[config.mk]
export PLATFORM = sky130hd
export DESIGN_NAME = lcd_ctrl
export DESIGN_NICKNAME = d
export VERILOG_FILES = /design/src/rtl/lcd_pkg.sv /design/src/rtl/lcd_timer.sv /design/src/rtl/lcd_ctrl.sv
export SDC_FILE = /design/constraint.sdc
export NUM_CORES = 1
export LEC_CHECK = 0
export CORE_ASPECT_RATIO = 1.1
export CORE_MARGIN = 5
export CORE_UTILIZATION = 43
export DETAILED_ROUTE_END_ITERATION = 8
export PLACE_DENSITY = 0.77
export SLEW_MARGIN = 20
export SYNTH_ARGS = -nofsm -noshare
export SYNTH_HDL_FRONTEND = slang
export SYNTH_SLANG_ARGS = --single-unit
[constraint.sdc]
create_clock -name clk_i -period 1.9 [get_ports clk_i]
set_clock_uncertainty 0.2 [all_clocks]
set_input_delay 0.285 -clock clk_i [delete_from_list [all_inputs] [get_ports clk_i]]
set_output_delay 0.285 -clock clk_i [all_outputs]
set_load 0.005 [all_outputs]
[src/rtl/lcd_pkg.sv]
// Shared types and constants for the HD44780 character-LCD sequencer.
// Bit positions mirror the LSU's LCD output register and status word.
package lcd_pkg;

    typedef enum logic [2:0] {
        IDLE,
        SETUP,
        PULSE,
        HOLD,
        EXEC
    } lcd_state_e;

    localparam int unsigned LCD_ON_BIT    = 31;
    localparam int unsigned LCD_EN_BIT    = 10;
    localparam int unsigned LCD_RS_BIT    = 9;
    localparam int unsigned LCD_RW_BIT    = 8;
    localparam int unsigned LCD_DATA_MSB  = 7;
    localparam int unsigned LCD_DATA_LSB  = 0;

    localparam int unsigned STAT_BUSY_BIT = 0;
    localparam int unsigned STAT_OVR_BIT  = 1;

    // Clear display (0x01) and return home (0x02/0x03) need the long execution wait
    localparam logic [7:0] CLR_HOME_MASK = 8'hFC;

    function automatic logic is_clear_home(input logic rs, input logic [7:0] data);
        return !rs && ((data & CLR_HOME_MASK) == 8'h00) && (data != 8'h00);
    endfunction

endpackage

[src/rtl/lcd_timer.sv]
// Loadable down-counter shared by every timed phase of the LCD bus cycle.
// Load takes priority; the count parks at zero and never wraps.
module lcd_timer #(
    parameter int unsigned CW = 8
) (
    input  logic          clk,
    input  logic          rst_n,
    input  logic          load,
    input  logic [CW-1:0] load_val,
    output logic          done
);

    logic [CW-1:0] count_q;

    always_ff @(posedge clk or negedge rst_n) begin
        if (!rst_n) begin
            count_q <= '0;
        end else if (load) begin
            count_q <= load_val;
        end else if (count_q != '0) begin
            count_q <= count_q - 1'b1;
        end
    end

    assign done = (count_q == '0);

endmodule

[src/rtl/lcd_ctrl.sv]
// Sequences one LSU byte write into a timed RS/DATA/EN cycle on an HD44780 bus,
// then waits out the controller execution time before accepting the next byte.
module lcd_ctrl
    import lcd_pkg::*;
#(
    parameter int unsigned T_SETUP_CYC = 2,
    parameter int unsigned T_EN_CYC    = 25,
    parameter int unsigned T_HOLD_CYC  = 2,
    parameter int unsigned T_EXEC_CYC  = 2000,
    parameter int unsigned T_CLEAR_CYC = 82000
) (
    input  logic        clk_i,
    input  logic        rst_ni,
    input  logic        req_valid_i,
    input  logic        req_rs_i,
    input  logic [7:0]  req_data_i,
    input  logic        lcd_on_i,
    input  logic        clr_ovr_i,
    output logic        req_ready_o,
    output logic [31:0] status_o,
    output logic        lcd_on_o,
    output logic        lcd_en_o,
    output logic        lcd_rs_o,
    output logic        lcd_rw_o,
    output logic [7:0]  lcd_data_o
);

    localparam int unsigned CW = (T_CLEAR_CYC > 1) ? $clog2(T_CLEAR_CYC) : 1;

    localparam logic [CW-1:0] LD_SETUP = CW'(T_SETUP_CYC - 1);
    localparam logic [CW-1:0] LD_EN    = CW'(T_EN_CYC - 1);
    localparam logic [CW-1:0] LD_HOLD  = CW'(T_HOLD_CYC - 1);
    localparam logic [CW-1:0] LD_EXEC  = CW'(T_EXEC_CYC - 1);
    localparam logic [CW-1:0] LD_CLEAR = CW'(T_CLEAR_CYC - 1);

    lcd_state_e  state_q;
    logic        rs_q;
    logic [7:0]  data_q;
    logic        en_q;
    logic        ready_q;
    logic        ovr_q;
    logic        on_q;

    logic          tmr_load;
    logic          tmr_done;
    logic [CW-1:0] tmr_val;

    // Timer is reloaded on the edge that leaves each phase with the next phase's length
    always_comb begin
        tmr_load = 1'b0;
        tmr_val  = LD_SETUP;
        case (state_q)
            IDLE: begin
                tmr_load = req_valid_i;
                tmr_val  = LD_SETUP;
            end
            SETUP: begin
                tmr_load = tmr_done;
                tmr_val  = LD_EN;
            end
            PULSE: begin
                tmr_load = tmr_done;
                tmr_val  = LD_HOLD;
            end
            HOLD: begin
                tmr_load = tmr_done;
                tmr_val  = is_clear_home(rs_q, data_q) ? LD_CLEAR : LD_EXEC;
            end
            default: begin
                tmr_load = 1'b0;
            end
        endcase
    end

    lcd_timer #(
        .CW (CW)
    ) u_timer (
        .clk      (clk_i),
        .rst_n    (rst_ni),
        .load     (tmr_load),
        .load_val (tmr_val),
        .done     (tmr_done)
    );

    always_ff @(posedge clk_i or negedge rst_ni) begin
        if (!rst_ni) begin
            state_q <= IDLE;
            rs_q    <= 1'b0;
            data_q  <= '0;
            en_q    <= 1'b0;
            ready_q <= 1'b1;
            ovr_q   <= 1'b0;
        end else begin
            // A dropped strobe outranks a simultaneous clear
            if (req_valid_i && state_q != IDLE) begin
                ovr_q <= 1'b1;
            end else if (clr_ovr_i) begin
                ovr_q <= 1'b0;
            end

            case (state_q)
                IDLE: begin
                    if (req_valid_i) begin
                        rs_q    <= req_rs_i;
                        data_q  <= req_data_i;
                        ready_q <= 1'b0;
                        state_q <= SETUP;
                    end
                end
                SETUP: begin
                    if (tmr_done) begin
                        en_q    <= 1'b1;
                        state_q <= PULSE;
                    end
                end
                PULSE: begin
                    if (tmr_done) begin
                        en_q    <= 1'b0;
                        state_q <= HOLD;
                    end
                end
                HOLD: begin
                    if (tmr_done) begin
                        state_q <= EXEC;
                    end
                end
                EXEC: begin
                    if (tmr_done) begin
                        ready_q <= 1'b1;
                        state_q <= IDLE;
                    end
                end
                default: begin
                    en_q    <= 1'b0;
                    ready_q <= 1'b1;
                    state_q <= IDLE;
                end
            endcase
        end
    end

    always_ff @(posedge clk_i or negedge rst_ni) begin
        if (!rst_ni) begin
            on_q <= 1'b0;
        end else begin
            on_q <= lcd_on_i;
        end
    end

    always_comb begin
        status_o                = '0;
        status_o[STAT_BUSY_BIT] = ~ready_q;
        status_o[STAT_OVR_BIT]  = ovr_q;
    end

    assign req_ready_o = ready_q;
    assign lcd_on_o    = on_q;
    assign lcd_en_o    = en_q;
    assign lcd_rs_o    = rs_q;
    assign lcd_rw_o    = 1'b0;
    assign lcd_data_o  = data_q;

endmodule

==> summary.txt, run 1 <==
================================================================================
Antenna violations before repair                                               0
Number of flops mapped to enable cells by yosys                                0
Total Routed Length                                                      4740 um
Violations in the final reports                                     setup timing
Pwr Density                                                          986 nW/um^2
Die Outline Area                                                      6160 sq um
Hold violation total from the final report                                     0
Depth of the CTS H-tree                                                        2
Post-Route Setup TNS                                                     -225 ps
I/O Buffers                                                                   27
Fill count                                                                   361
Worst IR drop on VDD                                                      564 uV
Largest fanout on the critical path                                            2
Period utilization                                                          103%
Root buf cell                                                       sky130_fd_sc_hd__clkbuf_8
Number of buffers created by CTS                                               5
R2R setup slack                                                           -60 ps
Total instance count after detailed placement                                308
Total power consumption of the routed design                             2.74 mW
GP Congestion                                                              0.813
Setup repair after global routing missed its margin                         true
Fraction of the mapped netlist area in adder cells                         1.24%
Endpoint type of the worst setup path                                  flip-flop
Cell Count, Final, Fillers Out                                               321
CTS hold repair buffers                                                        0
Share of synthesized area spent on multiplexers                            6.15%
Max-slew violation total from the final report                                 0
Area growth from synthesis to layout                                       38.0%
Hold slack                                                                162 ps
Lkg Pwr                                                                  1.17 nW
Final min period                                                         1960 ps
Drt first-iter violations                                                     40
Number of antenna diodes                                                       0
Congestion Overflow GR                                                         0
TritonCTS clock tree                                                        done
Top-level I/O count                                                           59
Maximum clock frequency                                                0.509 GHz
Max-capacitance violation count                                                0
Aggregate global-route resource usage                                      16.1%
Library cell with the largest summed area after synthesis           sky130_fd_sc_hd__dfrtp_1
Share of synthesized area occupied by flip-flops and latches               41.1%
Site Rows                                                                     26
Ys flop type                                                        sky130_fd_sc_hd__dfrtp_1
Top cells by count, synth                                           sky130_fd_sc_hd__buf_4, sky130_fd_sc_hd__dfrtp_1, sky130_fd_sc_hd__nor2_1
Worst endpoint data arrival time                                         1940 ps
Layout Nets                                                                  280
Largest family of logic cells by synthesized area                   simple AND/OR/NAND/NOR gates
Worst Hold Class                                                        in2async
Synthesis-stage register bit count                                            33
Layout Cell Area excl Fill                                            2780 sq um
Number of setup violations in the final report                                 9
Vias in the first global route                                             1,599
Fraction of the mapped netlist area in compound gates                      10.1%
Post-synthesis share of cell area spent on xor and xnor gates              6.09%
Sort of element at the start of the critical path                      flip-flop
Die X                                                                    75.3 um
DP HPWL                                                                  3370 um
Most used standard cell by instance count after synthesis           sky130_fd_sc_hd__buf_4
Global-route wire length before repair                                   7530 um
First-pass iteration count of the detailed router                              4
Maximum number of pins on one net before global-route repair                  34
Average via count per standard cell                                         4.78
Count of nets left with antenna violations after detail routing                0
Starting density of the core                                               43.9%
Area after detailed placement                                         2470 sq um
Clock sink count                                                              33
Vias after detailed routing                                                1,533
Number of buffers between clock root and the deepest sink                      2
Mapped Cells                                                                 199
Synth area leaders                                                  sky130_fd_sc_hd__dfrtp_1, sky130_fd_sc_hd__buf_4, sky130_fd_sc_hd__mux2_2
Top cell type's share of synthesized area                                  39.8%
Simple-gate portion of the synthesized area                                20.2%
Count of different cell masters after synthesis                               49
Pre-CTS setup slack                                                     -82.1 ps
Clock network latency to the later pin of the worst-skew pair             290 ps
Height of the die                                                        81.8 um
Mapped cell area                                                      2010 sq um
Number of synthesis warnings                                                   0
Setup slack after layout                                                -63.6 ps
Proportion of layout cells with a drive suffix above 1                     35.5%
Required time of the worst setup path                                    1870 ps
Post-synthesis area per instance                                      10.1 sq um
Critical Setup Path Class                                                reg2reg
DRC                                                                            0
Clock transition at the registers of the reported paths                    70 ps
Result of the run                                                   complete, but fails checks
Routed length per placed instance                                        14.8 um
Share of synthesized flip-flops with an asynchronous set or reset           100%
Final Util                                                                 60.6%
Core Area                                                             4590 sq um
================================================================================
state kept, by name (all words and copies together) (netlist names):
register         flops
state_q              3
lcd_data_o           8
lcd_en_o             1
lcd_rs_o             1
ovr_q                1
u_timer.count_q     17
lcd_on_o             1
req_ready_o          1
where the power goes:
part	total, mW	internal [mW]	switching (mW)
Combinational	1.02	0.584	0.431
Sequential	1.05	0.867	0.186
Clock	0.672	0.392	0.280
Total	2.74	1.84	0.897
cell type report:
type	instances	area [sq um]	area share, %
repair buffers	65	599	21.6
inverters	7	26.3	0.946
clock buffers	5	68.8	2.48
flip-flops and latches	33	827	29.8
well taps	56	70.1	2.52
clock inverters	3	46.3	1.67
multi-input cells	152	1140	41.1
worst max-delay path, stage by stage (launching register included):
cell and delay (ps):
sky130_fd_sc_hd__dfrtp_1 400, sky130_fd_sc_hd__inv_2 100, sky130_fd_sc_hd__ha_4 130, sky130_fd_sc_hd__nor4b_4 210
sky130_fd_sc_hd__buf_4 160, sky130_fd_sc_hd__and3_4 170, sky130_fd_sc_hd__and3_4 180, sky130_fd_sc_hd__o21ai_2 50
sky130_fd_sc_hd__a211o_1 250
logic make-up after synthesis:
| logic type | Yosys count |
|---|---|
| mux | 11 |
| fa+ha+maj | 2 |
| flops | 33 |
| other cells | 1 |
| simple gates | 65 |
| xor+xnor | 14 |
| compound gates | 29 |
| buf+inv | 44 |
per-layer routing:
layer	share of wire, %	up-vias	track usage (%)
li1	-	745	-
met1	38	743	18.5
met2	56	38	29.0
met3	4.6	7	4.53
met4	1.6	0	4.55
met5	0	-	0
worst paths after layout:
path                                          from                   to  depth (start not counted)
worst max register to register  u_timer.count_q[1]   u_timer.count_q[0]                          8
worst min-delay path                        rst_ni  u_timer.count_q[13]                          2
min in group clk_i                        lcd_on_i             lcd_on_o                          1
max in group asynchronous                   rst_ni          req_ready_o                          2
worst min register to register               ovr_q                ovr_q                          2
worst max-delay path            u_timer.count_q[1]   u_timer.count_q[0]                          8
cell usage in the layout, fill, tap and decap left out, types with 4 or more instances in the layout:
cell type and instances:
sky130_fd_sc_hd__nor4_4 4, sky130_fd_sc_hd__dfrtp_1 32, sky130_fd_sc_hd__buf_4 31, sky130_fd_sc_hd__inv_1 5, sky130_fd_sc_hd__xor2_1 7, sky130_fd_sc_hd__nor3_1 5, sky130_fd_sc_hd__buf_6 5, sky130_fd_sc_hd__mux2_2 10
sky130_fd_sc_hd__xnor2_1 7, sky130_fd_sc_hd__nand2_1 6, sky130_fd_sc_hd__o21ai_0 4, sky130_fd_sc_hd__a21oi_2 5, sky130_fd_sc_hd__nor2_1 19, sky130_fd_sc_hd__clkbuf_8 5, sky130_fd_sc_hd__clkdlybuf4s50_1 27, sky130_fd_sc_hd__conb_1 31
what timing repair did:
item,4_1_cts,5_1_grt
setup endpoints to repair,21,21
gates cloned,0,0
setup buffers,3,2
resized for setup,18,16
pin swaps,7,8
Power figures use the tool's default switching activity.
==> run 2: changes to the inputs <==
- CORE_UTILIZATION: 43 -> 47
- CTS_CLUSTER_SIZE: unset -> 40
- PLACE_DENSITY: 0.77 -> 0.79
- clock period: 1.9 -> 2.15 ns (I/O delays scaled with it)
==> summary.txt, run 2 (synthesis gave the netlist of run 1 again) <==
==================================================================================
First-pass iteration count of the detailed router                                4   unchanged
Flip-flop count of the largest register, all copies and words added             17   unchanged
Vias after detailed routing                                                  1,450   -5.4%
Post-Route Setup TNS                                                          0 ps   +225 ps
Highest metal layer with signal wires                                         met4
Die Outline Area                                                        5700 sq um   -7.4%
I/O Buffers                                                                     27   unchanged
Core Area                                                               4220 sq um   -7.9%
Worst Hold Class                                                          in2async
Final min period                                                           2090 ps   +129 ps
Met2 routed wirelength                                                     2010 um   -24%
Global-route wire length before repair                                     6350 um   -16%
Worst endpoint data arrival time                                           2060 ps   +120 ps
Critical Setup Path Class                                                  reg2reg
Top-level I/O count                                                             59   unchanged
Delay of the slowest cell on the worst path                                 420 ps   +20 ps
Number of antenna diodes                                                         0   unchanged
Clock transition at the registers of the reported paths                      70 ps   about the same
Number of buffers between clock root and the deepest sink                        2   unchanged
Number of setup violations in the final report                                   0   -9
Worst IR drop on VDD                                                        514 uV   -8.8%
DRC                                                                              0   unchanged
Root buf cell                                                         sky130_fd_sc_hd__clkbuf_8
Max-slew violation total from the final report                                   0   unchanged
Clock network latency to the later pin of the worst-skew pair               280 ps   about the same
Total power consumption of the routed design                               2.02 mW   -26%
TritonCTS clock tree                                                          done
Commonest non-fill, non-tap cell in the layout                        sky130_fd_sc_hd__dfrtp_1
Drt first-iter violations                                                       93   +130%
Antenna violations before repair                                                 0   unchanged
Congestion Overflow GR                                                           0   unchanged
Layout Nets                                                                    259   -7.5%
Proportion of layout cells with a drive suffix above 1                       25.0%   -10 points
Aggregate global-route resource usage                                        14.0%   -2.1 points
Maximum clock frequency                                                  0.478 GHz   -6.2%
Count of nets left with antenna violations after detail routing                  0   unchanged
Maximum number of pins on one net before global-route repair                    34   unchanged
Required time of the worst setup path                                      2120 ps   +250 ps
Die X                                                                      72.4 um   -3.8%
Master of the slowest instance on the critical path                   sky130_fd_sc_hd__dfrtp_1
Depth of the CTS H-tree                                                          2   unchanged
Sort of element at the start of the critical path                        flip-flop
Endpoint type of the worst setup path                                    flip-flop
Largest fanout on the critical path                                              4   +2
Setup slack after layout                                                   57.7 ps   +121 ps
Clock sink count                                                                33   unchanged
Starting density of the core                                                 47.7%   +3.8 points
Site Rows                                                                       25   -3.8%
Hold violation total from the final report                                       0   unchanged
List of cells traversed by the critical path                          inv_2 > ha_2 > nor4b_4 > and3_1 > and3_2 > o21ai_2 > a211o_1
Layout Cell Area excl Fill                                              2490 sq um   -10%
Top library cells by usage in the layout, fill and taps aside         sky130_fd_sc_hd__dfrtp_1, sky130_fd_sc_hd__conb_1, sky130_fd_sc_hd__clkdlybuf4s50_1
Routed length per placed instance                                          13.2 um   -11%
Routed metal-1 wirelength                                                  1640 um   -8.7%
DP HPWL                                                                    2820 um   -16%
Total length of routed met3 wires                                           226 um   +3.2%
Number of buffers created by CTS                                                 5   unchanged
Hold slack                                                                  240 ps   +78.6 ps
Result of the run                                                     complete, no violations
Average via count per standard cell                                           4.87   +1.9%
Area after detailed placement                                           2290 sq um   -7.4%
Pre-CTS setup slack                                                        24.3 ps   +106 ps
Total Routed Length                                                        3920 um   -17%
FF-to-FF path depth                                                              7   -1
Pwr Density                                                            812 nW/um^2   -18%
Area growth from synthesis to layout                                         23.5%
GP Congestion                                                                0.811   -0.27%
Lkg Pwr                                                                    1.05 nW   -10%
Most flops, register                                                  u_timer.count_q
Vias in the first global route                                               1,396   -13%
Period utilization                                                           97.3%   -6.0 points
Height of the die                                                          78.7 um   -3.8%
Max-capacitance violation count                                                  0   unchanged
==================================================================================
## run 2: changes by cell type in the layout (fill, tap and decap cells not counted), sizes merged
cell	delta
buf	-22
bufinv	-1
clkbuf	+3
clkinvlp	-1
## run 2: power by group
group | total (mW) | internal (mW) | switching (mW)
registers | 0.962 | 0.767 | 0.195
logic | 0.552 | 0.320 | 0.232
clock network | 0.506 | 0.289 | 0.217
## run 2: final timing paths
check | slack [ps] | start | end
hold reg to reg | 330 | req_ready_o | req_ready_o
min in group clk_i | 280 | lcd_on_i | lcd_on_o
setup / recovery | 60 | u_timer.count_q[1] | u_timer.count_q[0]
setup reg to reg | 60 | u_timer.count_q[1] | u_timer.count_q[0]
max in group asynchronous | 1170 | rst_ni | req_ready_o
hold / removal | 240 | rst_ni | u_timer.count_q[13]
## run 2: timing repair
| action | in CTS | in global routing |
|---|---|---|
| pin swaps | 1 | 1 |
| cloned | 0 | 1 |
| resized for setup | 1 | 9 |
| setup endpoints to repair | 5 | 7 |
| hold buffers | 0 | 0 |
| buffers inserted | 0 | 6 |
## run 2: per-layer routing
layer,up-vias,global-route usage [%]
li1,707,-
met1,702,17.2
met2,35,23.7
met3,6,3.84
met4,0,4.43
met5,-,0
## run 2: critical path: cells and delay by family (launching register included)
| family | cells | cell delay (ps) |
|---|---|---|
| compound gates | 2 | 360 |
| buf+inv | 1 | 80 |
| fa+ha+maj | 1 | 160 |
| simple gates | 3 | 760 |
| flops | 1 | 420 |
## run 2: final cells by class
cell class / count / area, sq um
Clock buffer: 7 / 96.3
Clock inverter: 1 / 5.00
Inverter: 7 / 26.3
Tap cell: 54 / 67.6
Multi-Input combinational cell: 152 / 1030
Timing Repair Buffer: 44 / 440
Sequential cell: 33 / 827
Fill cell: 373 / 1730
## run 2: metrics by stage
| step | utilization (%) | instances |
|---|---|---|
| final | 58.9 | 298 |
| after global routing | 58.9 | 298 |
| after CTS | 56.8 | 291 |
| after detailed placement | 54.2 | 283 |
| after global placement | 54.2 | 283 |
| after floorplan | - | 229 |
==> run 3: changes to the inputs <==
- TNS_END_PERCENT: unset -> 5
==> results of run 3 <==
No change in the layout: final DEF, timing and power equal those of run 2.
